==> config.mk <==
export PLATFORM = sky130hd
export DESIGN_NAME = seq_mult
export DESIGN_NICKNAME = d
export VERILOG_FILES = /design/src/rtl/seq_mult_pkg.sv /design/src/rtl/seq_mult_yadder.sv /design/src/rtl/seq_mult.sv
export SDC_FILE = /design/constraint.sdc
export NUM_CORES = 1
export LEC_CHECK = 0
export BUFFER_PORTS_ARGS = -buffer_cell sky130_fd_sc_hd__buf_4
export CAP_MARGIN = 0
export CORE_ASPECT_RATIO = 0.9
export CORE_MARGIN = 2
export CORE_UTILIZATION = 45
export CTS_BUF_LIST = sky130_fd_sc_hd__clkbuf_2 sky130_fd_sc_hd__clkbuf_4 sky130_fd_sc_hd__clkbuf_8
export CTS_CLUSTER_DIAMETER = 40
export DETAILED_ROUTE_END_ITERATION = 8
export PLACE_DENSITY = 0.73
export SLEW_MARGIN = 30
export SYNTH_ARGS = -nofsm -noshare
export SYNTH_HDL_FRONTEND = slang
export SYNTH_SLANG_ARGS = --single-unit
==> constraint.sdc <==
create_clock -name clk -period 3.02 [get_ports clk]
set_clock_uncertainty 0.15 [all_clocks]
set_input_delay 0.604 -clock clk [delete_from_list [all_inputs] [get_ports clk]]
set_output_delay 0.604 -clock clk [all_outputs]
set_load 0.005 [all_outputs]
==> src/rtl/seq_mult_pkg.sv <==
// seq_mult_pkg: shared FSM state encoding and counter-width helper for seq_mult
package seq_mult_pkg;

    typedef enum logic [1:0] {
        IDLE = 2'd0,
        CALC = 2'd1,
        FIX  = 2'd2,
        DONE = 2'd3
    } state_t;

    // Bits needed to count 0..n-1, never less than one
    function automatic int cnt_width(input int n);
        int r = 0;
        for (int v = n - 1; v > 0; v = v >> 1) r++;
        return (r < 1) ? 1 : r;
    endfunction

endpackage

==> src/rtl/seq_mult_yadder.sv <==
// yAdder: parametrised ripple-carry adder, carry chain walked LSB to MSB
module yAdder #(
    parameter int W = 4
) (
    input  logic [W-1:0] i_a,
    input  logic [W-1:0] i_b,
    input  logic         i_cin,
    output logic [W-1:0] o_z
);

    logic w_c;

    // Full-adder cells chained through w_c
    always_comb begin
        w_c = i_cin;
        o_z = '0;
        for (int k = 0; k < W; k++) begin
            o_z[k] = i_a[k] ^ i_b[k] ^ w_c;
            w_c    = (i_a[k] & i_b[k]) | (w_c & (i_a[k] ^ i_b[k]));
        end
    end

endmodule

==> src/rtl/seq_mult.sv <==
// seq_mult: radix-2 shift-add sequential multiplier, unsigned or two's-complement
module seq_mult
    import seq_mult_pkg::*;
#(
    parameter int SIZE = 4
) (
    input  logic            clk,
    input  logic            rst_n,
    input  logic            start,
    input  logic [SIZE-1:0] a,
    input  logic [SIZE-1:0] b,
    input  logic            is_signed,
    output logic            busy,
    output logic            done,
    output logic [SIZE-1:0] HM,
    output logic [SIZE-1:0] LM
);

    localparam int            CW   = cnt_width(SIZE);
    localparam logic [CW-1:0] LAST = CW'(SIZE - 1);

    state_t            r_state, w_next;
    logic [SIZE-1:0]   r_mcand, r_mplier, r_hm, r_lm;
    logic [2*SIZE-1:0] r_acc;
    logic [CW-1:0]     r_cnt;
    logic              r_sign;

    logic [SIZE-1:0]   w_a_mag, w_b_mag;
    logic [SIZE:0]     w_addend, w_sum;
    logic [2*SIZE-1:0] w_res;

    // Magnitudes: the most negative value negates to itself, which read unsigned is 2^(SIZE-1)
    assign w_a_mag  = (is_signed && a[SIZE-1]) ? ~a + 1'b1 : a;
    assign w_b_mag  = (is_signed && b[SIZE-1]) ? ~b + 1'b1 : b;
    assign w_addend = r_mplier[0] ? {1'b0, r_mcand} : '0;
    assign w_res    = r_sign ? ~r_acc + 1'b1 : r_acc;
    assign HM       = r_hm;
    assign LM       = r_lm;

    yAdder #(.W(SIZE + 1)) u_add (
        .i_a   ({1'b0, r_acc[2*SIZE-1:SIZE]}),
        .i_b   (w_addend),
        .i_cin (1'b0),
        .o_z   (w_sum)
    );

    // State register
    always_ff @(posedge clk or negedge rst_n) begin
        if (!rst_n) r_state <= IDLE;
        else        r_state <= w_next;
    end

    // Next-state and status outputs
    always_comb begin
        w_next = r_state;
        busy   = 1'b0;
        done   = 1'b0;
        case (r_state)
            IDLE: w_next = start ? CALC : IDLE;
            CALC: begin
                busy   = 1'b1;
                w_next = (r_cnt == LAST) ? FIX : CALC;
            end
            FIX: begin
                busy   = 1'b1;
                w_next = DONE;
            end
            default: begin
                done   = 1'b1;
                w_next = IDLE;
            end
        endcase
    end

    // Datapath: operand capture, shift-add steps, sign fix-up into the result registers
    always_ff @(posedge clk or negedge rst_n) begin
        if (!rst_n) begin
            r_mcand  <= '0;
            r_mplier <= '0;
            r_acc    <= '0;
            r_cnt    <= '0;
            r_sign   <= 1'b0;
            r_hm     <= '0;
            r_lm     <= '0;
        end else begin
            case (r_state)
                IDLE: if (start) begin
                    r_mcand  <= w_a_mag;
                    r_mplier <= w_b_mag;
                    r_sign   <= is_signed & (a[SIZE-1] ^ b[SIZE-1]);
                    r_acc    <= '0;
                    r_cnt    <= '0;
                end
                CALC: begin
                    r_acc    <= {w_sum, r_acc[SIZE-1:1]};
                    r_mplier <= r_mplier >> 1;
                    r_cnt    <= r_cnt + 1'b1;
                end
                FIX: {r_hm, r_lm} <= w_res;
                default: ;
            endcase
        end
    end

endmodule

Word level (Yosys, flattened, before mapping)
Index checks and enable logic that the tools add are counted.
Storage, ports and cells
  input bits: 12
  register bits after elaboration: 29
  output and inout bits: 10
Cells by class
  add/sub/neg operators: 4
  bitwise logic cells: 23
  mux-type cells: 15
  eq/ne operators: 4
  reductions and logical operators: 8
Operators with widths (count)
  4-bit 2-to-1 mux: 4
  8-bit 2-to-1 mux: 2
  8-bit one-hot mux with 2 select lines: 1
  4-bit by 1-bit adder with 4-bit output (second input constant): 2
  8-bit by 1-bit adder with 8-bit output (second input constant): 1
  1-bit bitwise AND: 8
  4-bit inverter: 2
  8-bit inverter: 1
  4-bit one-hot mux with 2 select lines: 1
  1-bit XOR: 8
  2-bit one-hot mux with 3 select lines: 1
  2-bit equality test (second input constant): 2
  2-bit 2-to-1 mux: 2
  2-bit one-hot mux with 2 select lines: 1
  2-bit AND reduction: 2
  1-bit 2-to-1 mux: 3
  1-bit OR: 3
  3-bit OR reduction: 1
  2-bit by 1-bit adder with 2-bit output (second input constant): 1
  2-bit by 1-bit equality test with 1-bit output (second input constant): 1
  1-bit logical AND: 2
  2-bit logical NOT: 1
  2-bit inequality test (second input constant): 1
  2-bit nonzero test: 1
  other kinds (2): 2

Depth between registers and ports, before layout
Gate-level depths: netlist of run 1.
  depth after elaboration: 10
  mapped depth: 9
  mapped depth without buffers: 9

Cells and area by module
From an unflattened synthesis of run 1, not the netlist that was laid out.
Unflattened totals
  cells, all modules: 178
  area, all modules: 1670.4 um2
Modules (own cells, without submodules)
  seq_mult: sequential area each 725.7 um2, times used 1, cells each 168, area an instance 1547.7 um2
  yAdder: sequential area each 0.0 um2, times used 1, cells each 10, area an instance 122.6 um2

Worst setup path before layout of run 1
OpenSTA, ideal clock, no wires.
  path type: register to register
  start point: register r_mplier[0]
  end point: register r_acc[6]
  path buffers: 0
  arrival time: 1.973 ns
  data required time: 2.796 ns
  cell stages (with the launch flop): 10
  setup time: 0.074 ns
  setup slack: 0.823 ns
  period minus slack after synthesis: 2.197 ns
  cell sequence: dfrtp_1 -> and2_1 -> ha_1 -> inv_1 -> fa_1 -> inv_1 -> fa_1 -> fa_1 -> nand2_1 -> o21ai_2
Between the ends
  cells in the longest elaborated chain, start to end: 8
  elaborated cells on any way between the ends: 13
  those cells by class: mux: 2; bitwise: 11
RTL lines
  start: declaration: line seq_mult.sv:23  | logic [SIZE-1:0] r_mcand, r_mplier, r_hm, r_lm;
  start signal: assignment: line seq_mult.sv:89  | r_mplier <= w_b_mag;
  start signal: assignment: line seq_mult.sv:96  | r_mplier <= r_mplier >> 1;
  4-bit 2-to-1 mux *: line seq_mult.sv:35  | assign w_addend = r_mplier[0] ? {1'b0, r_mcand} : '0;
  1-bit bitwise AND / 1-bit XOR (equally long branches): line seq_mult_yadder.sv:19  | w_c = (i_a[k] & i_b[k]) | (w_c & (i_a[k] ^ i_b[k]));
  1-bit bitwise AND: line seq_mult_yadder.sv:19
  1-bit OR: line seq_mult_yadder.sv:19
  1-bit bitwise AND: line seq_mult_yadder.sv:19
  1-bit OR: line seq_mult_yadder.sv:19
  1-bit XOR *: line seq_mult_yadder.sv:18  | o_z[k] = i_a[k] ^ i_b[k] ^ w_c;
  8-bit one-hot mux with 2 select lines *: line seq_mult.sv:86  | case (r_state)
  end signal: assignment: line seq_mult.sv:95  | r_acc <= {w_sum, r_acc[SIZE-1:1]};
  end: declaration: line seq_mult.sv:24  | logic [2*SIZE-1:0] r_acc;
Every way passes the cells marked *; elsewhere a longest branch is shown, timed or not.
A chain may end at the register's enable or synchronous reset.

Final worst setup path of run 1
Same ends and word-level chain as after synthesis.

==> results by group, run 1 <==
Power and ir drop
  • Psw: ~0.00071 W
  • Seq pwr share: between 30% and 40%
  • Pint: between 0.001 and 0.0015 W
  • Clk pwr share: 18.2%
  • Sw Ratio: 39.7%
  • Pleak: 0.922 nW
  • Pwr Total: 0.00179 W
  • Worst IR drop on VDD: 0.000521 V
  • Comb pwr share: 44.7%
  • P per Cell Area: roughly 900 mW/mm^2

Clocking
  • Post-cts sizing count: 0
  • Post-CTS Setup Bufs: 0
  • Clock root cell: clkbuf_8
  • Clk_lat worst skew: 280 ps
  • Clk sinks: 29
  • H-tree depth: 2
  • Worst-path clk slew: 60 ps
  • Hold buffer count at CTS: 0
  • CTS Buf Count: 5
  • Deepest clock path buffer count: 2
  • CTS tree: done

Yosys
  • Post-synth EDFFs: 0
  • Synth warn: 0
  • Synth Register Bits: 29
  • Area share of the largest cell type after synthesis: around 43%
  • Post-synth top cells: nand2_1, dfrtp_1, inv_1
  • Register area share after synthesis: 42.6%
  • Most common cell in the synthesized netlist: nand2_1
  • Synth unique cells: 40
  • Top FF cell, synth: dfrtp_1
  • Cell Area, Synth: 0.00170 mm^2
  • Syn Nets: 200
  • Ranking of synthesized cells by area: dfrtp_1, nand2_1, ha_1
  • Avg Inst Size Synth: between 9 and 10 um^2
  • Synthesized instance count: roughly 180
  • Cell type with the largest total area after synthesis: dfrtp_1
  • Async SR Flop Fraction: 100%

Routing
  • Initial DRC count: just under 50
  • Post-DRT Antenna Nets: 0
  • Vias/cell: 5.20
  • # DRC: 0
  • Post-DR wirelength/cell: between 10 and 15 um
  • DR vias: between 1,000 and 1,500
  • DRT Wirelength: around 3000 um
  • First-pass detailed-route iteration total: 4

STA
  • Slew headroom: between 60% and 70%
  • Fin. Hold Viols: 0
  • Fmax: 0.442 GHz
  • Setup_tns: 0 ps
  • Period minus WS final: around 2300 ps
  • RSZ-0062 raised after global routing: no
  • Fin. max-slew vios: 0
  • Worst-Margin Slew: 585 ps
  • Worst hold margin: 85.4 ps
  • Period utilization: roughly 75%
  • Final setup viols: 0

Setup path
  • FF-to-FF setup slack: 760 ps
  • WS Path Type: register to register
  • Req. time, crit path: 3080 ps
  • WP data arrival: 2320 ps
  • Max FO, Critical Path: 5
  • Worst setup SP type: register
  • Element type at the critical path end: register

Global route
  • M1 GR Usage: 20.3%
  • Initial antenna violation count: 0
  • First-pass GRT wire length: 5080 um
  • Layer with the highest usage: met2
  • Total track usage: 15.8%
  • Grt total ovfl: 0
  • Routing usage on met2: 24.5%
  • Vias in the first global route: 1,158
  • Largest net degree at the start of global routing: 30
  • Grt met3 use: 5.43%

Place
  • Post-DP HPWL: 2240 um
  • PortBufs: 21
  • Placer congestion estimate: between 0.7 and 0.8
  • Placed insts: approximately 240

Layout
  • Antenna fix cells: 0
  • Area Overhead vs Synth: 16.0%
  • Share of cells above drive strength 1: 21.6%
  • FILL cells: between 300 and 400
  • Post-Layout Cell Count: roughly 250
  • Register area: roughly 730 um^2
  • Multi-input gate area: 872 um^2
  • Nets@finish: 223

Min path
  • Class of the worst hold path: input port to async pin

Floorplanning
  • Initial core utilization: a little under half
  • Die area: 0.00429 mm^2
  • I/O pins: 22
  • Die Ht: 62.3 um
  • Die width: 68.8 um
  • CORE AREA: between 0.003 and 0.004 mm^2
  • # rows: 21

Run
  • MaxCap Viol Count: 0

Outcome
  • Run status: finished clean
-- final timing paths --
kind	from	end	cells after the start
worst max-delay path	r_mplier[0]	r_acc[6]	9
worst min-delay path	rst_n	HM[3]	1
worst max register to register	r_mplier[0]	r_acc[6]	9
worst min register to register	r_mcand[0]	r_mcand[0]	2
max in group asynchronous	rst_n	r_mcand[2]	1
min in group clk	r_mcand[0]	r_mcand[0]	2
-- cells in the final DEF (no fill, tap or decap), types with 2 or more instances in the layout --
cell      instances
nand2_1          31
dfrtp_1          29
buf_4            24
inv_1            12
o21ai_0          11
ha_1              9
o21ai_2           8
nor2b_1           6
clkbuf_8          6
nand2b_1          5
a31oi_1           5
nor2_1            5
nand3_1           4
mux2i_1           4
and2_1            3
nand3b_1          3
xor2_1            3
a21oi_1           3
o31ai_1           3
nand4_1           3
fa_1              3
a2111o_1          2
-- power by group through the flow --
stage	combinational (W)	clock [W]	sequential (W)
after detailed placement	0.000811	0	0.000673
after CTS	0.000815	0.000336	0.000666
after global placement	0.000786	0	0.000662
after floorplan	0.000618	0	0.000644
final	0.000802	0.000327	0.000665
after global routing	0.000912	0.000354	0.000692
-- cells by family (layout without fill, tap and decap cells) --
kind of cell	after synthesis	count (layout)	synth area share, %
XOR/XNOR	4	4	2.06
flip-flops	29	29	42.6
AO/OA/AOI/OAI	38	38	15.6
adder cells (fa/ha/maj)	12	12	10.1
multiplexers	6	6	4.34
AND/OR/NAND/NOR	66	66	19.1
buffers and inverters	21	44	6.10
-- through the flow --
step	worst slack (ps)	utilization (%)	cell area, um^2
floorplan	823	-	1700
global placement	783	51.2	1880
detailed placement	750	51.2	1880
CTS	744	53.7	1970
global route	614	53.7	1970
finish	757	53.7	1970
-- area by class of cell --
type | count | share of cell area (%)
multi-input combinational | 126 | 44.2
tap | 46 | 2.92
inverter | 13 | 2.47
sequential | 29 | 36.8
clock buffer | 7 | 4.56
timing repair buffer | 24 | 9.13
-- critical path: stages (launching register included) --
cell	delay (ps)
dfrtp_1	400
and2_1	170
ha_1	170
inv_1	60
fa_1	150
inv_1	50
fa_1	390
fa_1	510
nand2_1	60
o21ai_2	110
-- flip-flops by register name, summed over array words and instances (netlist names) --
| register | cells |
|---|---|
| HM | 4 |
| r_state | 2 |
| r_mcand | 4 |
| r_cnt | 2 |
| r_acc | 8 |
| r_sign | 1 |
| LM | 4 |
| r_mplier | 4 |
-- per-layer routing --
| layer | vias to the layer above | wire length [um] |
|---|---|---|
| li1 | 651 | - |
| met1 | 595 | 1460 |
| met2 | 24 | 1390 |
| met3 | 5 | 133 |
| met4 | 0 | 42 |
| met5 | - | 0 |
(Power assumes the default switching activity.)
==> run 2: changes to the inputs <==
PLACE_DENSITY = 0.75   (was 0.73)
clock period = 2.04 ns   (was 3.02 ns; I/O delays follow)
==> results by group, run 2 (synthesis gave the netlist of run 1 again) <==
STA
  • RSZ-0062 raised after global routing: yes
  • Period minus WS final: 2180 ps
  • Slew headroom: 76.2%
  • Period utilization: 107%
  • Fin. max-slew vios: 0
  • Final setup viols: 1
  • Setup_tns: -136 ps
  • Fin. Hold Viols: 0
  • Fmax: around 0.46 GHz
  • Fin worst setup slack: -136 ps
  • Worst-Margin Slew: 354 ps

Place
  • Worst slack at placement: -151 ps
  • Placer congestion estimate: 0.747
  • PortBufs: 21
  • Post-DP Area: ~0.0019 mm^2
  • Post-DP HPWL: about 2300 um

Clocking
  • Clock root cell: clkbuf_8
  • Clk sinks: 29
  • Deepest clock path buffer count: 2
  • Clk_lat worst skew: ~290 ps
  • Worst-path clk slew: 70 ps
  • CTS Buf Count: 5
  • H-tree depth: 2
  • CTS tree: done

Layout
  • Largest register FFs: 8
  • Most frequent cells in the layout: buf_4, dfrtp_1, nand2_1
  • Area Overhead vs Synth: 21.1%
  • Core Util, Final: 56.0%
  • FILL cells: 343
  • Nets@finish: 231
  • Top reg by flops: r_acc
  • Antenna fix cells: 0
  • Post-route cell area: 0.00206 mm^2
  • Most common cell after layout, fill and taps aside: buf_4
  • Share of cells above drive strength 1: slightly below 30%

Routing
  • First-pass detailed-route iteration total: 4
  • Post-DR wirelength/cell: 12.5 um
  • DRT Wirelength: around 3200 um
  • Vias/cell: 5.25
  • Post-DRT Antenna Nets: 0
  • Initial DRC count: 57
  • # DRC: 0
  • DR vias: 1,334

Setup path
  • Critical Path, Cell by Cell: and2_4, ha_4, inv_2, fa_2, inv_2, fa_2, fa_2, nand2_2, o21ai_2
  • Element type at the critical path end: register
  • Worst r2r path cells: 9
  • WS Path Type: register to register
  • CP peak stage delay: 540 ps
  • Crit path top cell by count: fa_2
  • Delay-heaviest family, CP: adder cells
  • Worst setup SP type: register
  • Max FO, Critical Path: 2
  • CP max stage cell: fa_2
  • Critical Path Stages: 9
  • WP data arrival: 2250 ps
  • Crit path buf inv count: 2
  • Req. time, crit path: about 2100 ps

Global route
  • First-pass GRT wire length: about 5400 um
  • Grt total ovfl: 0
  • Layer with the highest usage: met2
  • Total track usage: between 10% and 20%
  • Grt met3 use: 4.35%
  • Largest net degree at the start of global routing: 30
  • Vias in the first global route: 1,234
  • Initial antenna violation count: 0
  • M1 GR Usage: 22.3%
  • Routing usage on met2: 25.5%

Min path
  • Class of the worst hold path: input port to register
  • Hold Crit Depth: 3

Floorplanning
  • Die Ht: 62.3 um
  • CORE AREA: ~0.0037 mm^2
  • I/O pins: 22
  • # rows: 21
  • Initial core utilization: 46.3%
  • Die area: 0.00429 mm^2
  • Die width: 68.8 um

Power and ir drop
  • Pleak: approximately 0.96 nW
  • P per Cell Area: 1340 mW/mm^2
  • Worst IR drop on VDD: 0.000615 V

Outcome
  • Failing checks: negative setup slack
  • Run status: finished with violations

Run
  • MaxCap Viol Count: 0
run 2: cell types whose count changed in the layout (fill, tap and decap cells not counted), moves of 2 or more:
cell      delta
buf_4        +7
fa_1         -3
fa_2         +3
clkinv_2     +2
inv_1        -2
inv_2        +2
nand2_1      -2
nand2_2      +2
run 2: power by group:
part	total, W	internal, W	leakage (nW)	switching (W)
Clock	0.000474	0.000249	0.0484	0.000225
Combinational	0.00133	0.000620	0.529	0.000707
Sequential	0.000969	0.000799	0.379	0.000170
run 2: timing repair:
item	CTS	global route
hold endpoints to repair	29	0
pin swaps	1	1
hold buffers	1	0
setup endpoints to repair	2	2
buffers inserted	1	0
gates resized for setup	0	9
run 2: routing by layer:
layer / vias to the layer above / routed length, um / part of all wire (%)
met3: 10 / 148 / 4.7
met2: 32 / 1480 / 46
met1: 621 / 1450 / 46
met5: - / 0 / 0
met4: 0 / 97 / 3.1
li1: 671 / - / -
run 2: final timing paths:
| kind | startpoint | end | slack [ps] |
|---|---|---|---|
| worst min-delay path | a[3] | r_mcand[3] | 260 |
| max in group asynchronous | rst_n | r_mplier[3] | 1040 |
| worst max-delay path | r_mcand[0] | r_acc[6] | -140 |
| worst max register to register | r_mcand[0] | r_acc[6] | -140 |
| min in group asynchronous | rst_n | LM[3] | 420 |
| worst min register to register | r_mcand[1] | r_mcand[1] | 330 |
run 2: final cells by class:
type / instances / area, um^2 / area share [%]
clock buffers: 6 / 76.3 / 3.70
clock inverters: 2 / 10.0 / 0.486
inverters: 13 / 48.8 / 2.37
multi-input cells: 126 / 900 / 43.7
flip-flops and latches: 29 / 726 / 35.2
well taps: 46 / 57.6 / 2.79
repair buffers: 32 / 243 / 11.8
run 2: tightest hold or removal path, cell delays in order:
cell,delay (ps)
buf_4,130
nand2_1,50
o21ai_0,70
run 2: stage by stage:
stage	power, W	std cells	hold WS (ps)
final	0.00277	254	261
after global routing	0.00302	254	293
after CTS	0.00277	254	263
after detailed placement	0.00227	244	205
after global placement	0.00222	244	202
after floorplan	0.00187	176	-37.6
